==> config.mk <==
export PLATFORM = sky130hd
export DESIGN_NAME = corescore_jtag_rx_adapter
export DESIGN_NICKNAME = d
export VERILOG_FILES = /design/src/rtl/corescore_jtag_rx_adapter.sv
export SDC_FILE = /design/constraint.sdc
export NUM_CORES = 1
export LEC_CHECK = 0
export ABC_AREA = 1
export BUFFER_PORTS_ARGS = -buffer_cell sky130_fd_sc_hd__clkbuf_2
export CELL_PAD_IN_SITES_DETAIL_PLACEMENT = 2
export CELL_PAD_IN_SITES_GLOBAL_PLACEMENT = 2
export CORE_UTILIZATION = 33
export CTS_BUF_LIST = sky130_fd_sc_hd__clkbuf_2 sky130_fd_sc_hd__clkbuf_4 sky130_fd_sc_hd__clkbuf_8
export DETAILED_ROUTE_END_ITERATION = 8
export HOLD_SLACK_MARGIN = 0.03
export PLACE_DENSITY = 0.73
export SYNTH_ARGS = -nofsm -noshare
export SYNTH_HDL_FRONTEND = slang
export SYNTH_SLANG_ARGS = --single-unit
export TNS_END_PERCENT = 100
==> constraint.sdc <==
create_clock -name i_clk -period 2.6 [get_ports i_clk]
set_clock_uncertainty 0.2 [all_clocks]
set_input_delay 0.52 -clock i_clk [delete_from_list [all_inputs] [get_ports i_clk]]
set_output_delay 0.52 -clock i_clk [all_outputs]
set_load 0.02 [all_outputs]
==> src/rtl/corescore_jtag_rx_adapter.sv <==
// Host-to-core byte path from the JTAG-UART strobe interface into an AXI-stream.
// A small first-word-fall-through FIFO marks end-of-line bytes with tlast.
module corescore_jtag_rx_adapter #(
   parameter int         AW       = 4,
   parameter int         SLACK    = 2,
   parameter logic [7:0] EOL_CHAR = 8'h0A,
   parameter int         MAX_LINE = 64
) (
   input  logic          i_clk,
   input  logic          i_rst,
   input  logic [7:0]    i_rx_dat,
   input  logic          i_rx_ena,
   output logic          o_rx_dav,
   output logic [7:0]    o_tdata,
   output logic          o_tlast,
   output logic          o_tvalid,
   input  logic          i_tready,
   output logic          o_overflow,
   output logic [AW:0]   o_level
);

   localparam int              DEPTH     = 1 << AW;
   localparam int              LW        = $clog2(MAX_LINE) + 1;
   localparam logic [AW:0]     DEPTH_LVL = (AW+1)'(DEPTH);
   localparam logic [AW:0]     SLACK_LVL = (AW+1)'(SLACK);
   localparam logic [AW:0]     ONE_LVL   = (AW+1)'(1);
   localparam logic [AW-1:0]   ONE_PTR   = AW'(1);
   localparam logic [LW-1:0]   ONE_CNT   = LW'(1);
   localparam logic [LW-1:0]   LINE_END  = LW'(MAX_LINE - 1);

   logic [8:0]     mem [DEPTH];
   logic [AW-1:0]  wr_ptr;
   logic [AW-1:0]  rd_ptr;
   logic [AW:0]    level;
   logic [AW:0]    level_nxt;
   logic [LW-1:0]  line_cnt;
   logic           overflow;
   logic           rx_dav;
   logic           empty;
   logic           full;
   logic           push;
   logic           pop;
   logic           tlast_in;
   logic [8:0]     head;

   assign empty    = (level == '0);
   assign full     = (level == DEPTH_LVL);
   assign pop      = ~empty & i_tready;
   // A full FIFO still accepts a byte when the head leaves in the same cycle.
   assign push     = i_rx_ena & (~full | pop);
   assign tlast_in = (i_rx_dat == EOL_CHAR) | (line_cnt == LINE_END);

   always_comb begin
      level_nxt = level;
      if (push & ~pop)
         level_nxt = level + ONE_LVL;
      else if (pop & ~push)
         level_nxt = level - ONE_LVL;
   end

   always_ff @(posedge i_clk) begin
      if (push)
         mem[wr_ptr] <= {tlast_in, i_rx_dat};
   end

   always_ff @(posedge i_clk) begin
      if (i_rst) begin
         wr_ptr   <= '0;
         rd_ptr   <= '0;
         level    <= '0;
         line_cnt <= '0;
         overflow <= 1'b0;
         rx_dav   <= 1'b0;
      end else begin
         level  <= level_nxt;
         rx_dav <= ((DEPTH_LVL - level_nxt) > SLACK_LVL);
         if (push) begin
            wr_ptr   <= wr_ptr + ONE_PTR;
            line_cnt <= tlast_in ? '0 : line_cnt + ONE_CNT;
         end
         if (pop)
            rd_ptr <= rd_ptr + ONE_PTR;
         if (i_rx_ena & ~push)
            overflow <= 1'b1;
      end
   end

   // Stale memory contents are masked so the stream reads zero while empty.
   assign head       = mem[rd_ptr];
   assign o_tvalid   = ~empty;
   assign o_tdata    = empty ? 8'h00 : head[7:0];
   assign o_tlast    = empty ? 1'b0 : head[8];
   assign o_rx_dav   = rx_dav;
   assign o_overflow = overflow;
   assign o_level    = level;

endmodule

* After elaboration in Yosys (flattened, before gate mapping)
Memories as Yosys holds them, arrays and structs flattened. A register that Yosys moved wholly into a read port is not among the register bits.
Index checks and enable logic that the tools add are counted.
Widths: inputs -> output; s select.
** Word-level totals
- Register bits :: 22
- Memories :: 1
- Output and inout bits :: 17
- RAM bits :: 144
** Memory list
- mem :: words 16, width 9, rd ports 1, clocked after memory_dff 1, wr ports 1, RTL line 31 : logic [8:0] mem [DEPTH];
** Operators by class
- Add/sub/neg operators :: 6
- Muxes and demuxes :: 9
- Magnitude comparators :: 1
- Bitwise operators :: 11
- Equality and inequality tests :: 3
- Reduce and logical (&&, ||, !) cells :: 1
** Operators with widths (count)
- $mux 5 :: 2
- $add 4x1->4 const B :: 2
- $eq 8x4->1 const B :: 1
- $mux 4 :: 2
- $mux 8 :: 1
- $add 7x1->7 const B :: 1
- $eq 7x6->1 const B :: 1
- $mux 7 :: 1
- $add 5x1->5 const B :: 1
- $and 1x1->1 :: 5
- $eq 5x5->1 const B :: 1
- $gt 5x2->1 const B :: 1
- $logic_not 5->1 :: 1
- $sub 5x1->5 const B :: 1
- $sub 5x5->5 const A :: 1
- $not 1->1 :: 4
- $mux 1 :: 3
- $or 1x1->1 :: 2

* Logic depth before layout (Yosys ltp)
Gate-level depths: netlist (run 1).
- Depth after elaboration :: 11
- Depth in mapped cells :: 13
- Mapped depth without buffers :: 13

* Worst setup path after synthesis (run 1)
No wires, ideal clock.
- Path type :: flip-flop to output port
- From :: reg level[0], in the netlist o_level[0]
- To :: out o_tdata[0]
- Arrival :: 1.682 ns
- Stages on the path, launching flop included :: 6
- Required time :: 1.880 ns
- Path slack :: 0.198 ns
- Path through :: dfxtp_1 > inv_1 > ha_1 > nand3_4 > clkinv_1 > a21oi_1
** On the way
- Word-level cells in the longest chain between the ends :: 2
** Ends and longest elaborated chain
- from (decl) :: RTL line 34 : logic [AW:0] level;
- from (signal assigned) :: RTL line 75 : level <= level_nxt;
- $logic_not 5->1 :: RTL line 46 : assign empty = (level == '0);
- $mux 8 :: RTL line 91 : assign o_tdata = empty ? 8'h00 : head[7:0];
- to (decl) :: RTL line 14 : output logic [7:0] o_tdata,
Every way passes these cells.

==> impl_metrics.json, run 1 <==
{
  "clock_sinks": 170,
  "cts_buffers": 17,
  "nFillCells": 2109,
  "drive_above_1_share": 0.250,
  "power_leakage_uw": 0.00308,
  "fin_crit_sh": 1.09,
  "drc": 0,
  "cp.required_ps": 1880,
  "via_count": 5328,
  "cts_root_buf": "clkbuf_8",
  "place_congestion": 0.778,
  "slew_headroom": 0.569,
  "finalCriticalPeriod_ps": 2840,
  "synth_top_family_by_area": "simple AND/OR/NAND/NOR gates",
  "dr.pass1.iters": 4,
  "die_h_microns": 148,
  "grt_pass1_wl_mm": 34.7,
  "power_frac_clock": 0.288,
  "grt_pass1_vias": 5644,
  "synthToLayoutAreaGrowth_pct": 26.2,
  "synth_area_sq_um": 7040,
  "max_cap_violations": 0,
  "synth-async-reset-ratio": 0,
  "synth_xor_area_frac": 0.00622,
  "worstMarginPinSlew_ps": 645,
  "synth_mux_area_frac": 0,
  "critPathCaptureType": "output pin",
  "power.switching_fraction": 0.320,
  "failed_checks": "setup timing",
  "io_buffer_count": 28,
  "synth_compound_area_frac": 0.120,
  "fmax_mhz": 352,
  "synth_edf_count": 144,
  "crit_fanout": 6,
  "grt-ovfl-total": 0,
  "power_frac_seq": 0.469,
  "setup_slack_ps": -238,
  "hpwl_mm": 14.4,
  "ys_seq_area_frac": 0.689,
  "ys_ff_latch": 170,
  "status": "complete, but fails checks",
  "final_common_cell": "edfxtp_1",
  "synthFlopType": "edfxtp_1",
  "fin_nets": 699,
  "wirelength_mm": 25.4,
  "initial_utilization": 0.336,
  "critical_path.startpoint_type": "flop",
  "antennaDiodeCount": 0,
  "peakVddDrop_v": 0.000340,
  "worstSetupPathType": "flop to output pin",
  "grt_max_degree": 25,
  "clk_path_buf_depth": 2,
  "synthCells": 599,
  "core_area_sq_um": 21000,
  "hold_violations": 0,
  "rsz0062_at_grt": "true",
  "cts_tree": "built",
  "track_usage": 0.222,
  "htreeDepth": 4,
  "power.switching_uw": 2090,
  "power_density_nw_per_um2": 736,
  "final_cell_mix": "edfxtp_1, nor2_1, o21ai_0",
  "drt-initial-drc-count": 385,
  "chipWidth_microns": 148,
  "hold_class": "input port to flop",
  "multi_input_area_sq_um": 2070,
  "avgSynthCellArea_sq_um": 11.7,
  "synthAdderAreaFrac": 0.0142,
  "viasPerCell": 5.51,
  "synth_nets": 619,
  "internal_power_uw": 4450,
  "post-route-util": 0.424,
  "ant_nets": 0,
  "grt_antenna_before_repair": 0,
  "setup_viol": 9,
  "path_clk_slew_ps": 90,
  "cp.arrival_ps": 2120,
  "ioPinCount": 29,
  "yosysUniqueCellTypes": 34,
  "clk_latency_ps": 460,
  "stdcell_count": 967,
  "p_comb_frac": 0.243,
  "yosys_warnings": 0,
  "die-area_sq_um": 21900,
  "placed_cells": 910,
  "maxSlewViolCount": 0,
  "yosys.area_share.simple": 0.133,
  "row_count": 53,
  "regArea_sq_um": 4860,
  "wl_per_cell_microns": 26.2
}
-- logic make-up after synthesis --
kind of cell,count (synthesis)
adders and majority gates,8
xor gates and xnor gates,5
DFF,170
buffers and inverters,62
and+or+nand+nor,211
AOI/OAI and AO/OA,143
-- per-stage QoR --
stage          cell area [sq um]  total power (uW)  hold slack [ps]  worst slack, ps  TNS (ps)
6_report                    8880              6540              167             -238     -1780
5_1_grt                     8880              6750              156             -322     -2610
4_1_cts                     8420              6260              146             -204     -1530
3_5_place_dp                7710              4160              241              110         0
3_3_place_gp                7710              4090              224              211         0
2_1_floorplan               7040              3750              214              198         0
-- synthesized netlist by cell type (2+ instances only) --
cell / n / area [sq um]
nand3_1: 29 / 145
nor2_8: 2 / 40.0
xor2_1: 4 / 35.0
inv_2: 2 / 7.51
buf_4: 2 / 15.0
nand4_1: 5 / 31.3
buf_6: 2 / 22.5
dfxtp_1: 26 / 521
clkinv_1: 2 / 7.51
o221ai_1: 28 / 245
inv_1: 27 / 101
nand2_4: 3 / 33.8
o21ai_0: 85 / 425
edfxtp_1: 144 / 4320
nand2_2: 2 / 12.5
a21oi_1: 17 / 85.1
nor2_1: 125 / 469
nand2_1: 40 / 150
o22ai_1: 8 / 50.1
ha_1: 8 / 100
buf_2: 10 / 50.1
clkbuf_1: 16 / 60.1
-- final cells by class --
cell class | instances | share of cell area
flip-flops and latches | 170 | 0.547
multi-input cells | 367 | 0.233
repair inverters | 1 | 0.00127
inverters | 32 | 0.0168
clock inverters | 15 | 0.0172
repair buffers | 90 | 0.120
well taps | 275 | 0.0388
clock buffers | 17 | 0.0264
-- repair_timing --
item	4_1_cts	5_1_grt
cloned	5	12
hold buffers	0	0
setup endpoints to repair	9	9
buffers inserted	2	7
pin swaps	10	31
gates resized for setup	62	48
-- flip-flops by register name, summed over array words and instances, names as in the netlist, named ones only --
signal and cells:
line_cnt 7, o_overflow 1, mem 144, rd_ptr 4, wr_ptr 4, o_level 5, o_rx_dav 1
-- per-layer routing --
| layer | vias to the layer above | track usage | wire length, microns |
|---|---|---|---|
| met4 | 0 | 0.0737 | 622 |
| met1 | 2773 | 0.264 | 10100 |
| met5 | - | 0 | 0 |
| met2 | 179 | 0.397 | 13300 |
| met3 | 43 | 0.0448 | 1360 |
| li1 | 2333 | - | - |
-- power groups by stage --
stage	Clock, uW	Sequential, uW	Combinational, uW
2_1_floorplan	0	3110	639
3_3_place_gp	0	3110	974
3_5_place_dp	0	3120	1040
4_1_cts	1910	3070	1280
5_1_grt	2000	3070	1670
6_report	1880	3060	1590
-- critical path, cell delays in order (launching register included) --
cell and delay, ps:
dfxtp_4 400, buf_12 160, clkinv_16 80, buf_12 150, o21ai_2 150, o22ai_2 90, nor2_1 130, nor2_1 70
o21ai_1 140, a21oi_1 100, buf_4 160
-- final timing paths --
check	start	to	slack (ps)	depth (start not counted)
max reg2reg	o_level[0]	mem[2][4]	500	8
min	i_rx_ena	o_overflow	170	3
min reg2reg	line_cnt[6]	line_cnt[6]	250	2
max	flop	o_tdata[0]	-240	10
No activity file was read; power rests on OpenSTA's default activity.
==> run 2, diff against run 1 <==
--- a/config.mk
+++ b/config.mk
@@ -5,7 +5,6 @@
 export SDC_FILE = /design/constraint.sdc
 export NUM_CORES = 1
 export LEC_CHECK = 0
-export ABC_AREA = 1
 export BUFFER_PORTS_ARGS = -buffer_cell sky130_fd_sc_hd__clkbuf_2
 export CELL_PAD_IN_SITES_DETAIL_PLACEMENT = 2
 export CELL_PAD_IN_SITES_GLOBAL_PLACEMENT = 2
@@ -13,7 +12,7 @@
 export CTS_BUF_LIST = sky130_fd_sc_hd__clkbuf_2 sky130_fd_sc_hd__clkbuf_4 sky130_fd_sc_hd__clkbuf_8
 export DETAILED_ROUTE_END_ITERATION = 8
 export HOLD_SLACK_MARGIN = 0.03
-export PLACE_DENSITY = 0.73
+export PLACE_DENSITY = 0.68
 export SYNTH_ARGS = -nofsm -noshare
 export SYNTH_HDL_FRONTEND = slang
 export SYNTH_SLANG_ARGS = --single-unit
==> run 2 against run 1 <==
Sequential share of layout area increased by 3.9 points. The run still ends with setup timing left. Global-route usage decreased by 4.0 points. Hold slack worse by 28 ps. Final area decreased by 6.8%. Critical endpoint is now o_tlast. Wire length down 26%. Fmax shrank 9.0%. Critical path depth down 5.
==> impl_metrics.json, run 2 <==
{
  "chipWidth_microns": 146,
  "grt_max_degree": 37,
  "synth_area_sq_um": 6860,
  "core_area_sq_um": 20300,
  "hold_violations": 0,
  "dr.pass1.iters": 6,
  "worstSetupPathType": "flop to output pin",
  "cts_root_buf": "clkbuf_8",
  "fin_nets": 464,
  "io_buffer_count": 28,
  "die_h_microns": 146,
  "ioPinCount": 29,
  "cp.arrival_ps": 2400,
  "wl_per_cell_microns": 25.7,
  "ys_ff_latch": 170,
  "place_congestion": 0.720,
  "drt-initial-drc-count": 266,
  "cts_buffers": 17,
  "critical_path.startpoint_type": "flop",
  "grt-ovfl-total": 0,
  "synth_edf_count": 144,
  "power_leakage_uw": 0.00276,
  "finalCriticalPeriod_ps": 3120,
  "drive_above_1_share": 0.376,
  "viasPerCell": 5.22,
  "place_area_sq_um": 7590,
  "rsz0062_at_grt": "true",
  "hold_class": "input port to flop",
  "path_clk_slew_ps": 110,
  "status": "complete, but fails checks",
  "clk_latency_ps": 450,
  "clk_path_buf_depth": 2,
  "max_cap_violations": 0,
  "synth_nets": 397,
  "holdWs_ps": 140,
  "initial_utilization": 0.338,
  "grt_pass1_wl_mm": 27.5,
  "peakVddDrop_v": 0.000360,
  "ant_nets": 0,
  "synth.most_common_cell": "edfxtp_1",
  "power_density_nw_per_um2": 844,
  "grt_pass1_vias": 4211,
  "via_count": 3796,
  "hpwl_mm": 11.2,
  "clock_sinks": 170,
  "synth_top_area_share": 0.630,
  "critPathCaptureType": "output pin",
  "yosysUniqueCellTypes": 47,
  "wirelength_mm": 18.7,
  "drc": 0,
  "row_count": 52,
  "htreeDepth": 4,
  "crit_fanout": 8,
  "synth-async-reset-ratio": 0,
  "avgSynthCellArea_sq_um": 18.2,
  "synthToLayoutAreaGrowth_pct": 20.6,
  "slew_headroom": 0.600,
  "final_cell_mix": "edfxtp_1, mux4_2, nor2_1, buf_4, dfxtp_1",
  "setup_viol": 9,
  "worstMarginPinSlew_ps": 592,
  "track_usage": 0.182,
  "synth_area_leaders": "edfxtp_1, mux4_2, dfxtp_1, nor2_1, ha_1",
  "cp.required_ps": 1880,
  "regMostFlops": "mem",
  "failed_checks": "setup timing",
  "fmax_mhz": 321,
  "synth_commonest_cells": "edfxtp_1, mux4_2, nor2_1",
  "fin_crit_sh": 1.20,
  "maxSlewViolCount": 0,
  "holdBufCountCts": 0,
  "synthFlopType": "edfxtp_1",
  "fin_area_sq_um": 8270,
  "antennaDiodeCount": 0,
  "synth_top_area_cell": "edfxtp_1",
  "grt_antenna_before_repair": 0,
  "ys_seq_area_frac": 0.706,
  "cts_tree": "built",
  "setup_slack_ps": -517,
  "largest_reg_flops": 144,
  "yosys_warnings": 0,
  "die-area_sq_um": 21400,
  "final_common_cell": "edfxtp_1",
  "synthCells": 377
}
-- run 2: changes by cell type after synthesis, moves of 24 or more --
cell      before  now
o221ai_1      28    0
nor2_1       125   29
nand2_1       40   16
o21ai_0       85    2
mux4_2         0   45
-- run 2: worst paths after layout --
check              start          end  slack [ps]  cells after the start
min reg2reg  line_cnt[6]  line_cnt[6]         290                      1
max reg2reg   o_level[1]     o_rx_dav          70                      9
min          i_rx_dat[5]   mem[14][5]         140                      1
max                 flop      o_tlast        -520                      5
-- run 2: logic make-up (layout without fill, tap and decap cells) --
group | Yosys count | count (layout) | synth area share
AOI/OAI and AO/OA | 28 | 28 | 0.0305
xor gates and xnor gates | 10 | 10 | 0.0128
adders and majority gates | 8 | 8 | 0.0146
buffers and inverters | 25 | 104 | 0.0182
DFF | 170 | 170 | 0.706
muxes | 45 | 45 | 0.148
and+or+nand+nor | 91 | 92 | 0.0700
-- run 2: metrics by stage --
step / power, uW / utilization / std cells / setup TNS, ps / setup slack, ps
after floorplan: 4080 / - / 377 / -5160 / -64.0
after global placement: 4490 / 0.374 / 686 / -220 / -56.3
after detailed placement: 4540 / 0.374 / 686 / -511 / -79.9
after CTS: 6760 / 0.400 / 722 / -4780 / -563
after global routing: 7270 / 0.407 / 727 / -5210 / -598
final: 6980 / 0.407 / 727 / -4380 / -517
-- run 2: timing repair --
action / CTS / global route
pin swaps: 1 / 12
cloned: 1 / 2
endpoints found under the setup margin: 10 / 11
setup buffers: 3 / 4
resized for setup: 9 / 38
-- run 2: final cells by class --
cell class                 count  area [sq um]
fill                        1974         12000
sequential                   170          4850
multi-input combinational    183          1980
timing repair buffer          67           632
tap                          270           338
clock buffer                  18           241
clock inverter                14           209
inverter                       5          18.8
-- run 2: layer usage --
metal | GRT usage | wire [microns] | share of wire
met1 | 0.222 | 7530 | 0.40
met2 | 0.319 | 9930 | 0.53
met3 | 0.0478 | 1050 | 0.056
met4 | 0.0432 | 158 | 0.0085
met5 | 0 | 0 | 0
-- run 2: worst max-delay path, cell delays in order, from the launching register on --
cell     delay (ps)
dfxtp_4         450
buf_12          170
mux4_2          510
mux4_2          530
and2_4          160
buf_6           120
-- run 2: power by group --
part	switching (uW)	internal [uW]
Sequential	77.8	3020
Clock	1110	1010
Combinational	823	944
==> run 3, diff against run 2 <==
--- a/config.mk
+++ b/config.mk
@@ -11,6 +11,7 @@
 export CORE_UTILIZATION = 33
 export CTS_BUF_LIST = sky130_fd_sc_hd__clkbuf_2 sky130_fd_sc_hd__clkbuf_4 sky130_fd_sc_hd__clkbuf_8
 export DETAILED_ROUTE_END_ITERATION = 8
+export GPL_TIMING_DRIVEN = 0
 export HOLD_SLACK_MARGIN = 0.03
 export PLACE_DENSITY = 0.68
 export SYNTH_ARGS = -nofsm -noshare
==> run 3 against run 2 <==
The run still ends with setup timing left. Sequential cell count stayed put. Hold slack improved by 55 ps. Global-route usage decreased by 0.86 points. Die area unchanged. First-iteration DRC count grew 12%. Sequential share of layout area decreased by 1.1 points. Largest power group unchanged.
==> impl_metrics.json, run 3 (same netlist as run 2, synthesis figures left out) <==
{
  "setup_slack_ps": -603,
  "fin_crit_sh": 1.23,
  "max_cap_violations": 0,
  "chipWidth_microns": 146,
  "place_area_sq_um": 7360,
  "setup_viol": 10,
  "antennaDiodeCount": 0,
  "initial_utilization": 0.338,
  "peakVddDrop_v": 0.000277,
  "wl_per_cell_microns": 24.1,
  "reg2reg_setup_slack_ps": 70,
  "slowest_stage": "mux4_2",
  "drc": 0,
  "fin_nets": 465,
  "clock_sinks": 170,
  "holdBufCountCts": 0,
  "largest_reg_flops": 144,
  "power_density_nw_per_um2": 824,
  "clk_path_buf_depth": 2,
  "regMostFlops": "mem",
  "worstPathCellList": "buf_12 > buf_12 > mux4_2 > mux4_2 > and2_4 > buf_8",
  "grt_antenna_before_repair": 0,
  "final_common_cell": "edfxtp_1",
  "status": "complete, but fails checks",
  "critPathCaptureType": "output pin",
  "core_area_sq_um": 20300,
  "drive_above_1_share": 0.396,
  "max_stage_delay_ps": 560,
  "worstSetupPathType": "flop to output pin",
  "via_count": 3720,
  "die_h_microns": 146,
  "io_buffer_count": 28,
  "hpwl_mm": 11.1,
  "finalCriticalPeriod_ps": 3200,
  "holdWs_ps": 195,
  "failed_checks": "setup timing",
  "stdcell_count": 727,
  "cp_num_buf_inv": 3,
  "grt-ovfl-total": 0,
  "htreeDepth": 4,
  "maxSlewViolCount": 0,
  "cp.arrival_ps": 2480,
  "grt_pass1_vias": 4142,
  "drt-initial-drc-count": 299,
  "total_power_uw": 6950,
  "path_clk_slew_ps": 90,
  "slew_headroom": 0.464,
  "cts_root_buf": "clkbuf_8",
  "grt_pass1_wl_mm": 26.4,
  "placed_cells": 675,
  "ant_nets": 0,
  "final_cell_mix": "edfxtp_1, mux4_2, dfxtp_1",
  "synthToLayoutAreaGrowth_pct": 23.0,
  "crit_family": "multiplexers",
  "grt_max_degree": 20,
  "ioPinCount": 29,
  "viasPerCell": 5.12,
  "hold_violations": 0,
  "cp.required_ps": 1880,
  "track_usage": 0.173,
  "place_congestion": 0.694,
  "row_count": 52,
  "rsz0062_at_grt": "true",
  "clk_latency_ps": 450,
  "critical_path.startpoint_type": "flop",
  "hold_class": "input port to flop",
  "cts_buffers": 17,
  "power_leakage_uw": 0.00271,
  "wirelength_mm": 17.6,
  "crit_fanout": 7,
  "dr.pass1.iters": 4,
  "cts_tree": "built",
  "fin_area_sq_um": 8440,
  "worstMarginPinSlew_ps": 804,
  "fmax_mhz": 312,
  "die-area_sq_um": 21400
}
run 3: cell count changes in the layout (fill, tap and decap cells not counted), moves of 4 or more:
cell	before	now
buf_4	28	13
nor2_4	0	12
nor2_1	28	17
buf_12	8	15
buf_8	1	7
clkbuf_1	0	6
inv_8	4	0
nor3_2	4	0
nor3_4	0	4
run 3: tightest hold or removal path, stage by stage:
cell and delay, ps:
clkbuf_2 90, a21o_1 140, nor2_1 60
run 3: routing by layer:
layer,GRT usage,vias up,part of all wire
met5,0,-,0
met1,0.214,1988,0.42
met4,0.0656,0,0.020
met3,0.0325,24,0.032
li1,-,1633,-
met2,0.301,75,0.52
run 3: repair_timing:
item,4_1_cts,5_1_grt
pin swaps,13,5
endpoints found under the setup margin,154,19
setup buffers,17,5
resized for setup,80,26
gates cloned,1,1
run 3: area by class of cell:
cell class,instances,area [sq um]
Fill cell,1927,11900
Clock inverter,13,145
Sequential cell,170,4860
Clock buffer,18,241
Inverter,5,23.8
Timing Repair Buffer,52,577
Buffer,17,168
Multi-Input combinational cell,182,2090
Tap cell,270,338
run 3: worst paths after layout:
kind,start,end,depth (start not counted)
min,i_rst,line_cnt[5],3
max,flop,o_tdata[2],6
min reg2reg,o_overflow,o_overflow,2
max reg2reg,o_level[1],o_rx_dav,10
run 3: through the flow:
step,TNS [ps],utilization,setup slack (ps)
after floorplan,-5160,-,-64.0
after CTS,-5790,0.409,-690
final,-5240,0.416,-603
after detailed placement,-129750,0.363,-1030
after global routing,-6210,0.416,-692
after global placement,-124860,0.363,-993
run 3: power by group:
part | total (uW) | internal [uW] | switching, uW | leakage, uW
sequential | 3080 | 3020 | 61.4 | 0.00153
clock | 1850 | 865 | 989 | 0.000179
combinational | 2010 | 1090 | 925 | 0.00101
total | 6950 | 4970 | 1980 | 0.00271
